### src/rtl/copperv_pkg.sv
// Shared copperv constants: opcodes, decoded inst_type/funct codes and the
// RV32I funct3/funct7 field values used by the instruction encoder.
package copperv_pkg;

  localparam logic [6:0] opcode_lui    = 7'b0110111;
  localparam logic [6:0] opcode_auipc  = 7'b0010111;
  localparam logic [6:0] opcode_jal    = 7'b1101111;
  localparam logic [6:0] opcode_jalr   = 7'b1100111;
  localparam logic [6:0] opcode_branch = 7'b1100011;
  localparam logic [6:0] opcode_load   = 7'b0000011;
  localparam logic [6:0] opcode_store  = 7'b0100011;
  localparam logic [6:0] opcode_int_imm = 7'b0010011;
  localparam logic [6:0] opcode_int_reg = 7'b0110011;

  localparam logic [3:0] inst_type_imm     = 4'd0;
  localparam logic [3:0] inst_type_int_imm = 4'd1;
  localparam logic [3:0] inst_type_int_reg = 4'd2;
  localparam logic [3:0] inst_type_branch  = 4'd3;
  localparam logic [3:0] inst_type_store   = 4'd4;
  localparam logic [3:0] inst_type_load    = 4'd5;
  localparam logic [3:0] inst_type_jal     = 4'd6;
  localparam logic [3:0] inst_type_auipc   = 4'd7;
  localparam logic [3:0] inst_type_jalr    = 4'd8;
  localparam logic [3:0] inst_type_fence   = 4'd9;

  localparam logic [4:0] funct_add    = 5'd0;
  localparam logic [4:0] funct_sub    = 5'd1;
  localparam logic [4:0] funct_sll    = 5'd2;
  localparam logic [4:0] funct_slt    = 5'd3;
  localparam logic [4:0] funct_sltu   = 5'd4;
  localparam logic [4:0] funct_xor    = 5'd5;
  localparam logic [4:0] funct_srl    = 5'd6;
  localparam logic [4:0] funct_sra    = 5'd7;
  localparam logic [4:0] funct_or     = 5'd8;
  localparam logic [4:0] funct_and    = 5'd9;
  localparam logic [4:0] funct_eq     = 5'd10;
  localparam logic [4:0] funct_neq    = 5'd11;
  localparam logic [4:0] funct_lt     = 5'd12;
  localparam logic [4:0] funct_gte    = 5'd13;
  localparam logic [4:0] funct_ltu    = 5'd14;
  localparam logic [4:0] funct_gteu   = 5'd15;
  localparam logic [4:0] funct_byte   = 5'd16;
  localparam logic [4:0] funct_hword  = 5'd17;
  localparam logic [4:0] funct_word   = 5'd18;
  localparam logic [4:0] funct_byteu  = 5'd19;
  localparam logic [4:0] funct_hwordu = 5'd20;

  localparam logic [2:0] funct3_add  = 3'd0;
  localparam logic [2:0] funct3_sll  = 3'd1;
  localparam logic [2:0] funct3_slt  = 3'd2;
  localparam logic [2:0] funct3_sltu = 3'd3;
  localparam logic [2:0] funct3_xor  = 3'd4;
  localparam logic [2:0] funct3_sr   = 3'd5;
  localparam logic [2:0] funct3_or   = 3'd6;
  localparam logic [2:0] funct3_and  = 3'd7;
  localparam logic [2:0] funct3_eq   = 3'd0;
  localparam logic [2:0] funct3_neq  = 3'd1;
  localparam logic [2:0] funct3_lt   = 3'd4;
  localparam logic [2:0] funct3_gte  = 3'd5;
  localparam logic [2:0] funct3_ltu  = 3'd6;
  localparam logic [2:0] funct3_gteu = 3'd7;
  localparam logic [2:0] funct3_byte   = 3'd0;
  localparam logic [2:0] funct3_hword  = 3'd1;
  localparam logic [2:0] funct3_word   = 3'd2;
  localparam logic [2:0] funct3_byteu  = 3'd4;
  localparam logic [2:0] funct3_hwordu = 3'd5;

  localparam logic [6:0]  funct7_alt = 7'd32;
  localparam logic [31:0] fence_inst = 32'h0FF0000F;

  // Result is {legal, funct3}.
  function automatic logic [3:0] alu_funct3(input logic [4:0] f);
    case (f)
      funct_add, funct_sub: return {1'b1, funct3_add};
      funct_sll:            return {1'b1, funct3_sll};
      funct_slt:            return {1'b1, funct3_slt};
      funct_sltu:           return {1'b1, funct3_sltu};
      funct_xor:            return {1'b1, funct3_xor};
      funct_srl, funct_sra: return {1'b1, funct3_sr};
      funct_or:             return {1'b1, funct3_or};
      funct_and:            return {1'b1, funct3_and};
      default:              return 4'b0;
    endcase
  endfunction

  function automatic logic [3:0] branch_funct3(input logic [4:0] f);
    case (f)
      funct_eq:   return {1'b1, funct3_eq};
      funct_neq:  return {1'b1, funct3_neq};
      funct_lt:   return {1'b1, funct3_lt};
      funct_gte:  return {1'b1, funct3_gte};
      funct_ltu:  return {1'b1, funct3_ltu};
      funct_gteu: return {1'b1, funct3_gteu};
      default:    return 4'b0;
    endcase
  endfunction

  // Stores only accept the signed widths; loads also take the unsigned ones.
  function automatic logic [3:0] mem_funct3(input logic [4:0] f, input logic is_load);
    case (f)
      funct_byte:   return {1'b1, funct3_byte};
      funct_hword:  return {1'b1, funct3_hword};
      funct_word:   return {1'b1, funct3_word};
      funct_byteu:  return {is_load, funct3_byteu};
      funct_hwordu: return {is_load, funct3_hwordu};
      default:      return 4'b0;
    endcase
  endfunction

  function automatic logic fits_signed(input logic [31:0] v, input int unsigned nbits);
    logic signed [31:0] sv;
    logic signed [31:0] lim;
    sv  = $signed(v);
    lim = 32'sd1 <<< (nbits - 1);
    return (sv >= -lim) && (sv < lim);
  endfunction

endpackage

### src/rtl/iencoder_skid.sv
// Two-entry valid/ready register: main output stage plus one skid entry so
// the upstream can keep streaming while the consumer stalls for a cycle.
module iencoder_skid #(
  parameter int unsigned Width = 33
) (
  input  logic             clk_i,
  input  logic             rst_i,
  input  logic             in_valid_i,
  output logic             in_ready_o,
  input  logic [Width-1:0] in_data_i,
  output logic             out_valid_o,
  input  logic             out_ready_i,
  output logic [Width-1:0] out_data_o
);

  logic             main_valid_q, main_valid_d;
  logic [Width-1:0] main_data_q, main_data_d;
  logic             skid_valid_q, skid_valid_d;
  logic [Width-1:0] skid_data_q, skid_data_d;
  logic             in_accept, out_xfer;

  assign in_ready_o  = !skid_valid_q && !rst_i;
  assign in_accept   = in_valid_i && in_ready_o;
  assign out_xfer    = main_valid_q && out_ready_i;
  assign out_valid_o = main_valid_q;
  assign out_data_o  = main_data_q;

  always_comb begin
    main_valid_d = main_valid_q;
    main_data_d  = main_data_q;
    skid_valid_d = skid_valid_q;
    skid_data_d  = skid_data_q;
    if (!main_valid_q || out_xfer) begin
      // Skid holds the older word, so it always wins the main slot.
      if (skid_valid_q) begin
        main_valid_d = 1'b1;
        main_data_d  = skid_data_q;
        skid_valid_d = 1'b0;
      end else if (in_accept) begin
        main_valid_d = 1'b1;
        main_data_d  = in_data_i;
      end else begin
        main_valid_d = 1'b0;
      end
    end else if (in_accept) begin
      skid_valid_d = 1'b1;
      skid_data_d  = in_data_i;
    end
  end

  always_ff @(posedge clk_i) begin
    if (rst_i) begin
      main_valid_q <= 1'b0;
      main_data_q  <= '0;
      skid_valid_q <= 1'b0;
      skid_data_q  <= '0;
    end else begin
      main_valid_q <= main_valid_d;
      main_data_q  <= main_data_d;
      skid_valid_q <= skid_valid_d;
      skid_data_q  <= skid_data_d;
    end
  end

endmodule

### src/rtl/iencoder.sv
// Encodes decoded copperv fields back into an RV32I instruction word.
// Define IENCODER_RANGE_CHECK_EN to flag immediates that do not fit their field.
module iencoder
  import copperv_pkg::*;
#(
  parameter int unsigned inst_width      = 32,
  parameter int unsigned imm_width       = 32,
  parameter int unsigned inst_type_width = 4,
  parameter int unsigned reg_width       = 5,
  parameter int unsigned funct_width     = 5
) (
  input  logic                       clk,
  input  logic                       rst,
  input  logic                       in_valid,
  output logic                       in_ready,
  input  logic [inst_type_width-1:0] in_inst_type,
  input  logic [funct_width-1:0]     in_funct,
  input  logic [reg_width-1:0]       in_rd,
  input  logic [reg_width-1:0]       in_rs1,
  input  logic [reg_width-1:0]       in_rs2,
  input  logic [imm_width-1:0]       in_imm,
  output logic                       out_valid,
  input  logic                       out_ready,
  output logic [inst_width-1:0]      out_inst,
  output logic                       out_err
);

`ifdef IENCODER_RANGE_CHECK_EN
  localparam bit range_check_en = 1'b1;
`else
  localparam bit range_check_en = 1'b0;
`endif

  logic [inst_width-1:0] enc_inst;
  logic                  type_err, range_err, enc_err;
  logic [3:0]            alu_f3, br_f3, mem_f3;
  logic                  is_shift;

  assign alu_f3   = alu_funct3(in_funct);
  assign br_f3    = branch_funct3(in_funct);
  assign mem_f3   = mem_funct3(in_funct, in_inst_type == inst_type_load);
  assign is_shift = (in_funct == funct_sll) || (in_funct == funct_srl) || (in_funct == funct_sra);

  always_comb begin
    enc_inst  = '0;
    type_err  = 1'b0;
    range_err = 1'b0;
    case (in_inst_type)
      inst_type_imm, inst_type_auipc: begin
        enc_inst  = {in_imm[31:12], in_rd,
                     (in_inst_type == inst_type_imm) ? opcode_lui : opcode_auipc};
        range_err = |in_imm[11:0];
      end
      inst_type_jal: begin
        enc_inst  = {in_imm[20], in_imm[10:1], in_imm[11], in_imm[19:12], in_rd, opcode_jal};
        range_err = !fits_signed(in_imm, 21) || in_imm[0];
      end
      inst_type_jalr: begin
        enc_inst  = {in_imm[11:0], in_rs1, 3'd0, in_rd, opcode_jalr};
        range_err = !fits_signed(in_imm, 12);
      end
      inst_type_int_imm: begin
        type_err = !alu_f3[3] || (in_funct == funct_sub);
        if (is_shift) begin
          enc_inst  = {(in_funct == funct_sra) ? funct7_alt : 7'd0, in_imm[4:0], in_rs1,
                       alu_f3[2:0], in_rd, opcode_int_imm};
          range_err = |in_imm[31:5];
        end else begin
          enc_inst  = {in_imm[11:0], in_rs1, alu_f3[2:0], in_rd, opcode_int_imm};
          range_err = !fits_signed(in_imm, 12);
        end
      end
      inst_type_int_reg: begin
        type_err = !alu_f3[3];
        enc_inst = {((in_funct == funct_sub) || (in_funct == funct_sra)) ? funct7_alt : 7'd0,
                    in_rs2, in_rs1, alu_f3[2:0], in_rd, opcode_int_reg};
      end
      inst_type_branch: begin
        type_err  = !br_f3[3];
        enc_inst  = {in_imm[12], in_imm[10:5], in_rs2, in_rs1, br_f3[2:0], in_imm[4:1],
                     in_imm[11], opcode_branch};
        range_err = !fits_signed(in_imm, 13) || in_imm[0];
      end
      inst_type_store: begin
        type_err  = !mem_f3[3];
        enc_inst  = {in_imm[11:5], in_rs2, in_rs1, mem_f3[2:0], in_imm[4:0], opcode_store};
        range_err = !fits_signed(in_imm, 12);
      end
      inst_type_load: begin
        type_err  = !mem_f3[3];
        enc_inst  = {in_imm[11:0], in_rs1, mem_f3[2:0], in_rd, opcode_load};
        range_err = !fits_signed(in_imm, 12);
      end
      inst_type_fence: enc_inst = fence_inst;
      default:         type_err = 1'b1;
    endcase
  end

  assign enc_err = type_err || (range_check_en && range_err);

  logic [inst_width:0] skid_in, skid_out;

  // An erroring word is forced to zero so it can never be executed by mistake.
  assign skid_in  = {enc_err, enc_err ? {inst_width{1'b0}} : enc_inst};
  assign out_err  = skid_out[inst_width];
  assign out_inst = skid_out[inst_width-1:0];

  iencoder_skid #(
    .Width(inst_width + 1)
  ) u_skid (
    .clk_i      (clk),
    .rst_i      (rst),
    .in_valid_i (in_valid),
    .in_ready_o (in_ready),
    .in_data_i  (skid_in),
    .out_valid_o(out_valid),
    .out_ready_i(out_ready),
    .out_data_o (skid_out)
  );

endmodule

### config.mk
export PLATFORM = sky130hd
export DESIGN_NAME = iencoder
export DESIGN_NICKNAME = d
export VERILOG_FILES = /design/src/rtl/copperv_pkg.sv /design/src/rtl/iencoder_skid.sv /design/src/rtl/iencoder.sv
export SDC_FILE = /design/constraint.sdc
export NUM_CORES = 1
export LEC_CHECK = 0
export BUFFER_PORTS_ARGS = -buffer_cell sky130_fd_sc_hd__buf_2
export CORE_AREA = 2 2 93 95
export CTS_CLUSTER_SIZE = 14
export DETAILED_ROUTE_END_ITERATION = 10
export DIE_AREA = 0 0 95 97
export PLACE_DENSITY = 0.86
export SETUP_SLACK_MARGIN = 0.5
export SYNTH_ARGS = -nofsm -noshare
export SYNTH_HDL_FRONTEND = slang
export SYNTH_SLANG_ARGS = --single-unit
### constraint.sdc
create_clock -name clk -period 2.14 [get_ports clk]
set_input_delay 0 -clock clk [delete_from_list [all_inputs] [get_ports clk]]
set_output_delay 0 -clock clk [all_outputs]
set_load 0.05 [all_outputs]
Word level (Yosys, flattened, before mapping)
Memories as Yosys holds them, arrays and structs flattened.
Index checks and enable logic that the tools add are counted.
{"block": "word_totals", "memories": 1, "out_inout_bits": 35, "register_bits": 68, "mem_bits_ro": 64}
{"name": "(name not given)", "words": 16, "word_bits": 4, "rd": 1, "rd_ports_with_merged_regs": 0, "wr": 0, "line_no": "copperv_pkg.sv:73", "source": "case (f)"}
{"block": "classes", "n_mux": 14, "eq_ne": 24, "n_bitwise": 1, "reduce_logical": 22}
{"operator": "32-bit one-hot mux with 9 select lines", "n": 1}
{"operator": "33-bit 2-to-1 mux", "n": 2}
{"operator": "32-bit 2-to-1 mux", "n": 2}
{"operator": "5-bit by 4-bit == test with 1-bit output (second input constant)", "n": 6}
{"operator": "5-bit == test (second input constant)", "n": 5}
{"operator": "4-bit one-hot mux with 6 select lines", "n": 1}
{"operator": "4-bit one-hot mux with 5 select lines", "n": 1}
{"operator": "6-bit 2-to-1 mux", "n": 3}
{"operator": "4-bit by 3-bit == test with 1-bit output (second input constant)", "n": 4}
{"operator": "5-bit by 3-bit == test with 1-bit output (second input constant)", "n": 2}
{"operator": "4-bit by 2-bit == test with 1-bit output (second input constant)", "n": 2}
{"operator": "4-bit == test (second input constant)", "n": 2}
{"operator": "1-bit logical NOT", "n": 6}
{"operator": "2-bit OR reduction", "n": 3}
{"operator": "5-bit by 1-bit == test with 1-bit output (second input constant)", "n": 1}
{"operator": "5-bit by 2-bit == test with 1-bit output (second input constant)", "n": 1}
{"operator": "1-bit logical OR", "n": 5}
{"operator": "1-bit one-hot mux with 5 select lines", "n": 1}
{"operator": "5-bit OR reduction", "n": 1}
{"operator": "4-bit by 1-bit == test with 1-bit output (second input constant)", "n": 1}
{"operator": "4-bit logical NOT", "n": 1}
{"operator": "4-bit 2-to-1 mux", "n": 1}
{"operator": "2-bit AND reduction", "n": 2}
{"operator": "1-bit logical AND", "n": 3}
{"operator": "other kinds (3)", "n": 4}

Longest topological paths before layout
Gate-level depths: netlist of the first run.
{"block": "logic_depth", "word_depth": 8, "mapped_depth": 9}

By module
Synthesis of the first run repeated with hierarchy kept, for this count alone.
{"block": "unflattened", "cells_unflattened": 574, "hier_area_um2": 4878.4}
{"mod": "iencoder_skid", "cells_each": 319, "instances": 1, "area_each_um2": 3170.5}
{"mod": "iencoder", "cells_each": 255, "instances": 1, "area_each_um2": 1707.9}

Worst setup path before layout of the first run
No wires, ideal clock.
{"block": "synth_path", "path_type": "register -> register", "start": "reg u_skid.skid_valid_q", "end": "reg u_skid.main_data_q[29] (netlist: u_skid.out_data_o[29])", "t_required_ns": 2.070, "setup_slack_ns": 0.016, "stages_incl_launch_ff": 7, "synth_period_minus_slack_ns": 2.124, "path_buffers": 1, "arrival_time_ns": 2.054, "path_cell_list": "dfxtp_1 > nor2_1 > and3_1 > clkbuf_1 > o211ai_1 > a31o_1 > a21oi_1"}
{"block": "synth_between", "elab_chain_cells": 5}
{"item": "from (decl)", "line_no": "iencoder_skid.sv:18", "source": "logic skid_valid_q, skid_valid_d;"}
{"item": "from (signal assigned)", "line_no": "iencoder_skid.sv:60", "source": "skid_valid_q <= skid_valid_d;"}
{"item": "1-bit logical NOT", "line_no": "iencoder_skid.sv:22", "source": "assign in_ready_o = !skid_valid_q && !rst_i;"}
{"item": "1-bit logical AND", "line_no": "iencoder_skid.sv:22"}
{"item": "net in_ready", "line_no": "iencoder.sv:15", "source": "output logic in_ready,"}
{"item": "1-bit logical AND", "line_no": "iencoder_skid.sv:23", "source": "assign in_accept = in_valid_i && in_ready_o;"}
{"item": "2-bit nonzero test (no source line)"}
{"item": "2-bit AND reduction (no source line)"}
{"item": "to (signal assigned)", "line_no": "iencoder_skid.sv:59", "source": "main_data_q <= main_data_d;"}
{"item": "to (decl)", "line_no": "iencoder_skid.sv:17", "source": "logic [Width-1:0] main_data_q, main_data_d;"}
The timed path passes the listed nets, and every way through them passes these cells.
A chain may end at the register's enable or synchronous reset.

Worst setup path in the final report of the first run
{"block": "layout_path", "start": "reg u_skid.skid_valid_q", "end": "reg u_skid.main_data_q[10] (netlist: u_skid.out_data_o[10])"}
{"block": "layout_between", "elab_chain_cells": 5}
{"item": "1-bit logical NOT", "line_no": "iencoder_skid.sv:22"}
{"item": "1-bit logical AND", "line_no": "iencoder_skid.sv:22"}
{"item": "1-bit logical AND", "line_no": "iencoder_skid.sv:23"}
{"item": "2-bit nonzero test (no source line)"}
{"item": "2-bit AND reduction (no source line)"}
Parallel ways exist; a longest one is shown, timed or not.

==> reports/results.tsv, run 1 <==
metric	value	unit
overflow	0	
crit_type	reg2reg	
crit_path_max_fanout	15	
timing.final.ws_setup	0.550	ns
setup_violations	0	
synth-seq-cells	66	
cts_tree	yes	
tightest_slew	0.582	ns
synth.net_count	608	
arrival	1.86	ns
drcViolationCount	0	
clkSinkCount	66	
io_pins	95	
synth_warnings	0	
synth.distinct_cells	76	
core-area	8130	um2
grt_max_degree	28	
antenna_cells	0	
cp_slowest_cell	dfxtp_2	
final_common_cell	buf_2	
grt_pass1_vias	4457	
routed_wl	14100	um
ir_drop	0.317	mV
regArea	1330	um2
skew	0.00908	ns
hpwlAfterDp	9930	um
tns	0	ns
p_leak	2.12	nW
avgViaCountPerCell	6.52	
min_period_over_period	74.3	%
cap_viol_max_count	0	
seq_area_frac_synth	29.5	%
r2r-start	u_skid.skid_valid_q$_SDFFE_PP0P_	
worstPathRequired	2.41	ns
dieArea	9220	um2
final_cell_mix	94 x buf_2, 64 x dfxtp_1, 50 x nand2_1, 41 x a21oi_1, 39 x o21ai_0	
slew_violations	0	
start_util	55.0	%
avgSynthCellArea	8.17	um2
drive_gt1_share	27.5	%
fin_crit	1.59	ns
outcome	complete, no violations	
post-route-util	65.5	%
synth.largest_area_cell	dfxtp_1	
htreeDepth	3	
synth_area	4480	um2
portBuffers	94	
rows	33	
async_flop_share	0	%
critPathLaunch	u_skid.skid_valid_q$_SDFFE_PP0P_	
drt_iter0_markers	626	
dp_slack	0.209	ns
ys.flop_type	dfxtp_1	
max_freq	0.629	GHz
cp-end-kind	flop	
min_path_type	in2reg	
startpoint_type	flop	
critical_path.max_stage_delay	0.43	ns
synth_top_area_share	29.5	%
placed_area	5000	um2
dr.pass1.iters	5	
path_clk_slew	0.07	ns
fillers	669	
antenna_left	0	
post-route-cell-area	5330	um2
synth_area_leaders	dfxtp_1 30%, o21ai_0 4.7%, a21oi_1 4.6%, nand2_1 4.2%, a211oi_1 3.2%	
nNetsFinal	698	
die_h	97	um
antenna_found_initial	0	
cts_root_buf	clkbuf_8	
grt_usage	30.5	%
p_per_area	605	nW/um2
cts_buffers	9	
max-slew-margin-rel	60.7	%
die_w	95	um
vias	4875	
multi_input_area	2840	um2
place.gp.congestion	0.948	
synth_edf_count	0	
grt_pass1_wl	22200	um
clock_path_buffers	2	
post_drt_wl_per_cell	18.9	um
clk-insertion-delay-late	0.36	ns
finalHoldViolCount	0	
p_total	3.23	mW
syn_inst	548	
rsz0062_at_grt	true	
worstHoldStart	in_imm[5]	
crit_chain	buf_4, nand2b_2, or3_1, a211oi_2	
area_growth	19.1	%
power by group:
part	switching [mW]	internal (mW)	total, mW
clock network	0.465	0.554	1.02
registers	0.0325	1.28	1.31
logic	0.591	0.305	0.896
registers in the layout, indices dropped and copies added (netlist names):
name	flops
u_skid.skid_data_q	32
u_skid.skid_valid_q	1
u_skid.out_data_o	32
u_skid.out_valid_o	1
through the flow:
step / instances / hold WS [ns]
3_5_place_dp: 720 / 0.289
4_1_cts: 748 / 0.00616
3_3_place_gp: 720 / 0.288
6_report: 748 / 0.00122
5_1_grt: 748 / 0.0320
2_1_floorplan: 548 / 0.168
kinds of logic after synthesis:
kind of cell	count (synthesis)	synth area share, %
AO/OA/AOI/OAI	201	32.9
XOR/XNOR	2	0.391
buffers and inverters	62	7.63
flip-flops	66	29.5
multiplexers	15	3.58
AND/OR/NAND/NOR	202	25.9
cell type report:
cell class | count | share of cell area (%)
Clock buffer | 15 | 3.52
Clock inverter | 1 | 0.0939
Inverter | 11 | 0.775
Multi-Input combinational cell | 420 | 53.4
Sequential cell | 66 | 24.9
Tap cell | 105 | 2.46
Timing Repair Buffer | 130 | 14.9
path summary, 6_finish.rpt:
check / to / slack, ns / depth (start not counted)
worst max-delay path: u_skid.out_data_o[10]$_SDFFE_PP0P_ / 0.55 / 4
worst min-delay path: u_skid.skid_data_q[25]$_SDFFE_PP0P_ / 0.001 / 3
worst max register to register: u_skid.out_data_o[10]$_SDFFE_PP0P_ / 0.55 / 4
worst min register to register: u_skid.skid_data_q[12]$_SDFFE_PP0P_ / 0.45 / 2
cell usage after synthesis, types with 12 or more instances:
cell and n:
nand2_1 50, nor3b_1 12, a211oi_1 19, nand3b_1 12
buf_2 13, nand3_1 13, and3_1 15, dfxtp_1 66
clkbuf_1 19, nand2b_1 13, a21oi_1 41, nor2_1 34
o21ai_0 42
timing repair:
item / in CTS / in global routing
pin swaps: 0 / 1
gates resized for setup: 6 / 5
setup buffers: 2 / 0
setup endpoints to repair: 35 / 11
hold endpoints to repair: 8 / 0
hold buffers: 10 / 0
worst max-delay path: cells and delay by family (launching register included):
family          cells  cell delay [ns]
simple gates        2             0.64
flops               1             0.43
compound gates      1             0.20
buf+inv             1             0.24
metal layers:
layer  part of all wire (%)  routed length, um  GRT usage (%)  up-vias
li1                       -                  -              -     2243
met1                     41               5830           42.1     2292
met2                     47               6650           48.3      320
met3                     11               1510           4.52       20
met4                    1.1                153           10.4        0
met5                      0                  0              0        -
(Power assumes the default switching activity.)
==> run 2: changes to the inputs <==
clock period = 1.5 ns   (was 2.14 ns; I/O delays follow)
==> run 2 against run 1 <==
  * The run now ends with setup timing left
  * Global-route usage rose by 4.1 points
  * Combinational power up 110%
  * Final area increased by 29%
  * Count of clock-buffer cells in the layout decreased by 3
  * Clock skew is 0.0052 ns lower
  * Highest routed layer unchanged
==> reports/results.tsv, run 2 (synthesis gave the netlist of run 1 again) <==
metric	value	unit	change
outcome	finished, violations left		
failed_checks	setup timing		
hold_buffers	8		-2
post-route-cell-area	6870	um2	+29%
cap_viol_max_count	0		unchanged
portBuffers	94		unchanged
p_leak	2.81	nW	+33%
max_freq	0.653	GHz	+3.8%
tightest_slew	0.610	ns	+0.0281 ns
nNetsFinal	788		+13%
arrival	1.78	ns	-0.08 ns
hpwlAfterDp	11200	um	+13%
io_pins	95		unchanged
post_drt_wl_per_cell	24.3	um	+29%
antenna_cells	0		unchanged
start_util	55.0	%	unchanged
grt_usage	34.5	%	+4.1 points
worstPathRequired	1.75	ns	-0.66 ns
drive_gt1_share	48.7	%	+21 points
core-area	8130	um2	unchanged
dieArea	9220	um2	unchanged
p_total	5.19	mW	+61%
clk-insertion-delay-late	0.37	ns	about the same
regArea	1330	um2	+0.19%
vias	5915		+21%
ir_drop	0.489	mV	+55%
multi_input_area	3420	um2	+20%
avgViaCountPerCell	7.06		+8.3%
finalHoldViolCount	0		unchanged
path_clk_slew	0.08	ns	about the same
antenna_left	0		unchanged
p_per_area	755	nW/um2	+25%
slew_violations	0		unchanged
antenna_found_initial	0		unchanged
overflow	0		unchanged
fin_crit	1.53	ns	-0.0578 ns
htreeDepth	3		unchanged
setup_violations	2		+2
placed_area	5740	um2	+15%
final_common_cell	buf_4		
cts_tree	yes		
crit_type	reg2reg		
cts_buffers	9		unchanged
rows	33		unchanged
clock_path_buffers	2		unchanged
startpoint_type	flop		
min_period_over_period	102	%	+28 points
grt_max_degree	34		+21%
drt_iter0_markers	646		+3.2%
skew	0.00387	ns	-0.00521 ns
max-slew-margin-rel	58.8	%	-1.9 points
fillers	401		-40%
min_path_type	in2reg		
cts_root_buf	clkbuf_8		
routed_wl	20400	um	+44%
grt_pass1_vias	5200		+17%
final_cell_mix	85 x buf_4, 77 x buf_2, 64 x dfxtp_1, 44 x nand2_1		
tns	-0.0331	ns	-0.0331 ns
dr.pass1.iters	6		+1
die_h	97	um	unchanged
r2r_setup_slack	-0.03	ns	-0.58 ns
grt_pass1_wl	25400	um	+15%
timing.hold.ws	0.0226	ns	+0.0214 ns
area_growth	53.6	%	
crit_path_max_fanout	8		-7
die_w	95	um	unchanged
timing.final.ws_setup	-0.0323	ns	-0.582 ns
rsz0062_at_grt	true		
place.gp.congestion	0.961		+1.4%
drcViolationCount	0		unchanged
clkSinkCount	66		unchanged
cp-end-kind	flop		
post-route-util	84.5	%	+19 points
run 2: cell types whose count changed in the layout (fill, tap and decap cells not counted), sizes merged:
cell | before | now
clkinvlp | 0 | 1
buf | 120 | 198
dlygate4sd3 | 10 | 8
clkinv | 1 | 3
clkbuf | 15 | 24
nor2 | 36 | 38
run 2: per-stage QoR:
step | cells | setup WS, ns
floorplan | 548 | 0.0359
global placement | 784 | -0.134
detailed placement | 784 | -0.263
CTS | 818 | 0.0374
global route | 838 | -0.151
finish | 838 | -0.0323
run 2: timing repair:
action                                 CTS  global route
gates cloned                             2             3
gates resized for setup                 44           113
endpoints found under the hold margin    6             1
pin swaps                                5            32
setup buffers                            8            17
setup endpoints to repair               66            78
run 2: report_power, final:
| part | switching (mW) | internal (mW) | leakage [nW] |
|---|---|---|---|
| combinational | 1.11 | 0.746 | 2.18 |
| clock | 0.766 | 0.688 | 0.0924 |
| sequential | 0.0591 | 1.82 | 0.538 |
run 2: cell type report:
cell class,instances,share of cell area (%)
inverters,11,0.601
well taps,105,1.91
multi-input cells,422,49.8
clock buffers,12,2.26
clock inverters,4,0.382
flip-flops and latches,66,19.3
repair buffers,218,25.7
run 2: per-layer routing:
layer / global-route usage (%) / vias to the layer above / share of wire, %
met5: 0 / - / 0
met1: 43.9 / 2720 / 35
met2: 56.4 / 565 / 45
li1: - / 2434 / -
met3: 7.09 / 196 / 12
met4: 14.2 / 0 / 8.0
run 2: path summary, 6_finish.rpt:
| kind | startpoint | end | depth (start not counted) |
|---|---|---|---|
| worst max-delay path | u_skid.skid_valid_q$_SDFFE_PP0P_ | u_skid.out_data_o[27]$_SDFFE_PP0P_ | 7 |
| worst max register to register | u_skid.skid_valid_q$_SDFFE_PP0P_ | u_skid.out_data_o[27]$_SDFFE_PP0P_ | 7 |
| worst min-delay path | in_imm[5] | u_skid.skid_data_q[25]$_SDFFE_PP0P_ | 3 |
| worst min register to register | u_skid.skid_data_q[26]$_SDFFE_PP0P_ | u_skid.skid_data_q[26]$_SDFFE_PP0P_ | 2 |
run 2: critical path: stages, from the launching register on:
cell and delay (ns):
dfxtp_4 0.38, buf_6 0.14, nor2_4 0.15, and3_4 0.30, buf_6 0.12, buf_6 0.09, o31a_1 0.18, nor3_2 0.06
